$ cat config.mk
export PLATFORM = sky130hd
export DESIGN_NAME = uart_rx_fifo
export DESIGN_NICKNAME = d
export VERILOG_FILES = /design/src/rtl/uart_rx_fifo.sv
export SDC_FILE = /design/constraint.sdc
export NUM_CORES = 1
export LEC_CHECK = 0
export CORE_UTILIZATION = 49
export DETAILED_ROUTE_END_ITERATION = 8
export PLACE_DENSITY = 0.75
export SYNTH_ARGS = -nofsm -noshare
export SYNTH_HDL_FRONTEND = slang
export SYNTH_SLANG_ARGS = --single-unit
$ cat constraint.sdc
create_clock -name clk_i -period 7.6 [get_ports clk_i]
set_input_delay 1.14 -clock clk_i [delete_from_list [all_inputs] [get_ports clk_i]]
set_output_delay 1.14 -clock clk_i [all_outputs]
set_load 0.005 [all_outputs]
$ cat src/rtl/uart_rx_fifo.sv
`default_nettype none
// ============================================================================
// Module      : uart_rx_fifo
// Description : UART receive FIFO with per-entry error flags, FWFT read port,
//               level/threshold status and sticky overflow/underflow flags.
// Revision    : 1.0 - initial release
// ============================================================================
module uart_rx_fifo #(
    parameter int MAX_UART_DATA_W = 8,
    parameter int FIFO_DEPTH      = 16,
    parameter int FIFO_ADDR_W     = 4,
    parameter int FIFO_LEVEL_W    = 5
) (
    input  logic                       clk_i,
    input  logic                       rst_ni,
    input  logic                       fifo_en_i,
    input  logic                       flush_i,
    input  logic                       push_i,
    input  logic [MAX_UART_DATA_W-1:0] push_data_i,
    input  logic                       push_parity_err_i,
    input  logic                       push_stop_err_i,
    input  logic                       pop_i,
    input  logic [FIFO_LEVEL_W-1:0]    thresh_i,
    output logic [MAX_UART_DATA_W-1:0] rd_data_o,
    output logic                       rd_parity_err_o,
    output logic                       rd_stop_err_o,
    output logic                       full_o,
    output logic                       empty_o,
    output logic [FIFO_LEVEL_W-1:0]    level_o,
    output logic                       thresh_irq_o,
    output logic                       overflow_o,
    output logic                       underflow_o
);

    localparam int                   c_ENTRY_W = MAX_UART_DATA_W + 2;
    localparam logic [FIFO_LEVEL_W-1:0] c_FULL_LVL = FIFO_LEVEL_W'(FIFO_DEPTH);

    logic [c_ENTRY_W-1:0]    r_mem [FIFO_DEPTH];
    logic [FIFO_ADDR_W-1:0]  r_wr_ptr;
    logic [FIFO_ADDR_W-1:0]  r_rd_ptr;
    logic [FIFO_LEVEL_W-1:0] r_level;
    logic                    r_overflow;
    logic                    r_underflow;

    logic                    w_clear;
    logic                    w_full;
    logic                    w_empty;
    logic                    w_do_push;
    logic                    w_do_pop;
    logic [c_ENTRY_W-1:0]    w_head;

    assign w_clear = !fifo_en_i || flush_i;
    assign w_full  = (r_level == c_FULL_LVL);
    assign w_empty = (r_level == '0);

    // A pop on a full FIFO frees the slot the simultaneous push needs.
    assign w_do_pop  = pop_i && !w_empty;
    assign w_do_push = push_i && (!w_full || pop_i);

    always_ff @(posedge clk_i or negedge rst_ni) begin
        if (!rst_ni) begin
            r_wr_ptr    <= '0;
            r_rd_ptr    <= '0;
            r_level     <= '0;
            r_overflow  <= 1'b0;
            r_underflow <= 1'b0;
        end else if (w_clear) begin
            r_wr_ptr    <= '0;
            r_rd_ptr    <= '0;
            r_level     <= '0;
            r_overflow  <= 1'b0;
            r_underflow <= 1'b0;
        end else begin
            if (w_do_push) begin
                r_wr_ptr <= r_wr_ptr + FIFO_ADDR_W'(1);
            end
            if (w_do_pop) begin
                r_rd_ptr <= r_rd_ptr + FIFO_ADDR_W'(1);
            end
            if (w_do_push && !w_do_pop) begin
                r_level <= r_level + FIFO_LEVEL_W'(1);
            end else if (!w_do_push && w_do_pop) begin
                r_level <= r_level - FIFO_LEVEL_W'(1);
            end
            if (push_i && w_full && !pop_i) begin
                r_overflow <= 1'b1;
            end
            if (pop_i && w_empty) begin
                r_underflow <= 1'b1;
            end
        end
    end

    // Storage is deliberately left out of reset; outputs are masked while empty.
    always_ff @(posedge clk_i) begin
        if (w_do_push && !w_clear) begin
            r_mem[r_wr_ptr] <= {push_stop_err_i, push_parity_err_i, push_data_i};
        end
    end

    assign w_head = w_empty ? '0 : r_mem[r_rd_ptr];

    assign rd_data_o       = w_head[MAX_UART_DATA_W-1:0];
    assign rd_parity_err_o = w_head[MAX_UART_DATA_W];
    assign rd_stop_err_o   = w_head[MAX_UART_DATA_W+1];
    assign full_o          = w_full;
    assign empty_o         = w_empty;
    assign level_o         = r_level;
    assign thresh_irq_o    = (thresh_i != '0) && (r_level >= thresh_i);
    assign overflow_o      = r_overflow;
    assign underflow_o     = r_underflow;

endmodule
`default_nettype wire
==> flow_summary_export.csv <==
group,metric,value,unit
worst_hold_path,min_to,"overflow_o",
placement,dp.cells,587,
worst_hold_path,min_path_type,"reg2reg",
floorplanning,coreArea,14500,µm²
floorplanning,start_util,50.1,%
worst_setup_path,path_max_fanout,27,
final_layout,drive_above_1_share,22.1,%
worst_setup_path,cp-startpoint,"r_rd_ptr[0]",
floorplanning,pin_count,41,
timing,max_freq,219,MHz
worst_setup_path,cp-end-kind,"output port",
final_layout,insertedDiodeCount,0,
worst_setup_path,r2r_end,"level_o[4]",
synth,yosysUniqueCellTypes,41,
clock_network,post_cts_buffers,0,
route,drc,0,
route,num_vias,3658,
run_status,status,"completed",
route,wl_met3,892,µm
worst_setup_path,crit_arrival,3.43,ns
synth,avgSynthCellArea,19.7,µm²
route,drt-vias-per-instance,5.92,
final_layout,fin_cells,618,
clock_network,clk_latency,0.42,ns
placement,port-buffer-count,40,
route,drt_iter0_markers,405,
worst_setup_path,critical_path_class,"reg2out",
synth,synth_warnings,0,
timing,setup_viol,0,
route,wirelength,14.3,mm
timing,fin_crit_sh,60.1,%
route,detail_route.wl_per_cell,23.1,µm
global_routing,antenna_found_initial,0,
floorplanning,die_h,124,µm
synth,synth_commonest_cells,"edfxtp_1 (160), mux4_2 (50), nor2_1 (31)",
route,drtPass1Iterations,5,
worst_hold_path,hold_start,"overflow_o",
clock_network,cts_resized,0,
timing,slew_violations,0,
worst_setup_path,reg2reg_slack,4.65,ns
worst_setup_path,crit_buf_inv,2,
synth,synth_most_common_cell,"edfxtp_1",
clock_network,numCtsBuffers,17,
timing,fin_crit,4.57,ns
global_routing,grt_overflow,0,
route,highest_layer,"met4",
run,maxCapViolCount,0,
final_layout,areaGrowthSynthToFinish,15.9,%
global_routing,grt_pass1_wl,21.9,mm
final_layout,stdcell_area,8410,µm²
worst_setup_path,cp-start-kind,"flop",
synth,synthArstFlopShare,8.57,%
route,wl_met1,5.90,mm
clock_network,clk_pin_slew,0.06,ns
synth,syn_nets,403,
worst_hold_path,hold_depth,2,
power_and_ir_drop,vdd_drop_max,153,µV
placement,globalplace.congestion,0.764,
synth,syn_area,7260,µm²
timing,hold_viol,0,
worst_setup_path,cpPeakStageDelay,0.72,ns
power_and_ir_drop,total_power,2.06,mW
worst_setup_path,reg2reg_from,"level_o[0]",
worst_setup_path,reg2regPathDepth,7,
floorplanning,design.die.area,15300,µm²
clock_network,cts_buffer_depth,2,
worst_setup_path,cp_top_family,"buffers and inverters",
worst_setup_path,crit_chain,"buf_4 > mux4_2 > mux4_2 > nor2b_1 > clkdlybuf4s50_1",
floorplanning,rows,44,
final_layout,nets,457,
worst_setup_path,slowest_stage,"dfrtp_2",
global_routing,grt_usage,20.5,%
clock_network,cts_tree,"yes",
synth,synthFlopType,"edfxtp_1",
timing,setup_tns,0,ns
synth,synthTopCellsByArea,"edfxtp_1 (66%), mux4_2 (16%), dfrtp_1 (5.2%)",
timing,slew_headroom,11.7,%
global_routing,grt_pass1_vias,3673,
worst_setup_path,cp.required,6.46,ns
placement,place_area,7880,µm²
global_routing,grt_start_max_net_pins,44,
synth,ys_ff_latch,175,
clock_network,cts_hold_buf,0,
route,wl_met2,7.28,mm
synth,yosys.area.top_type_share,66.2,%
floorplanning,die_w,124,µm
clock_network,clock-root-buffer,"clkbuf_16",
timing,tightest_slew,1.32,ns
power_and_ir_drop,power.density,245,nW/µm²
worst_setup_path,cp_common_cell,"mux4_2",
final_layout,fillers,1020,
synth,ys_seq_area_share,71.4,%
final_layout,post-route-util,58.1,%
synth,yosys.area.top_type,"edfxtp_1",
clock_network,cts_max_level,4,
timing,finClkSkew,0.0139,ns
power_and_ir_drop,leakagePower,2.72,nW
route,ant_nets,0,
timing,rsz0062_at_grt,"no",
synth,synth_edf_count,160,
clock_network,cts.sinks,175,
placement,dp_hpwl,8.84,mm
synth,syn_inst,368,
-- worst max-delay path by stage --
stage / to / slack, ns / cells past startpoint
floorplan: thresh_irq_o / 4.48 / 5
global placement: rd_data_o[6] / 3.38 / 5
detailed placement: rd_data_o[4] / 3.37 / 5
CTS: rd_data_o[3] / 2.94 / 5
global route: rd_data_o[6] / 2.78 / 5
finish: rd_data_o[4] / 3.03 / 5
-- per-layer routing --
layer	up-vias	track usage [%]
li1	1598	-
met1	1923	28.1
met2	120	32.3
met3	17	4.67
met4	0	7.38
met5	-	0
-- worst register-to-register path, cell delays in order (launching register included) --
cell and delay, ns:
dfrtp_1 0.49, or4_1 0.70, o211ai_2 0.37, ha_1 0.34, a21oi_1 0.27, a21boi_0 0.16, or3_1 0.37, a31oi_1 0.16
-- area by class of cell --
class	count	area [µm²]	share of cell area, %
Clock inverter	13	108	1.28
Clock buffer	18	429	5.10
Sequential cell	175	5180	61.6
Tap cell	184	230	2.74
Timing Repair Buffer	51	483	5.74
Inverter	9	33.8	0.401
Multi-Input combinational cell	168	1950	23.2
-- state kept, by name, indices dropped and copies added, names as in the netlist --
| register | flops |
|---|---|
| r_mem | 160 |
| overflow_o | 1 |
| r_rd_ptr | 4 |
| r_wr_ptr | 4 |
| level_o | 5 |
| underflow_o | 1 |
-- power by group --
part	leakage (nW)	internal (mW)	switching, mW
Clock	0.251	0.422	0.359
Combinational	0.822	0.107	0.0996
Sequential	1.64	1.06	0.0152
Total	2.72	1.59	0.474
-- cell usage in the layout (no fill, tap or decap), drive strengths merged, types with 4 or more instances in the layout --
cell	n
clkinv	5
inv	13
clkinvlp	4
edfxtp	160
nor2	31
clkdlybuf4s50	40
nand3	7
mux4	50
nor2b	12
a21oi	7
o211ai	5
nand2	8
dfrtp	15
clkbuf	18
buf	11
ha	13
-- per-stage QoR --
stage / setup WS [ns] / hold WS (ns)
final: 3.03 / 0.495
after global routing: 2.78 / 0.551
after CTS: 2.94 / 0.507
after detailed placement: 3.37 / 0.493
after global placement: 3.38 / 0.480
after floorplan: 4.48 / 0.486
-- kinds of logic after synthesis --
group                      synth area share (%)
DFF                                        71.4
and+or+nand+nor                            4.74
muxes                                      16.3
xor gates and xnor gates                  0.724
AOI/OAI and AO/OA                          2.62
adders and majority gates                  2.52
buffers and inverters                      1.79
(Power assumes the default switching activity.)
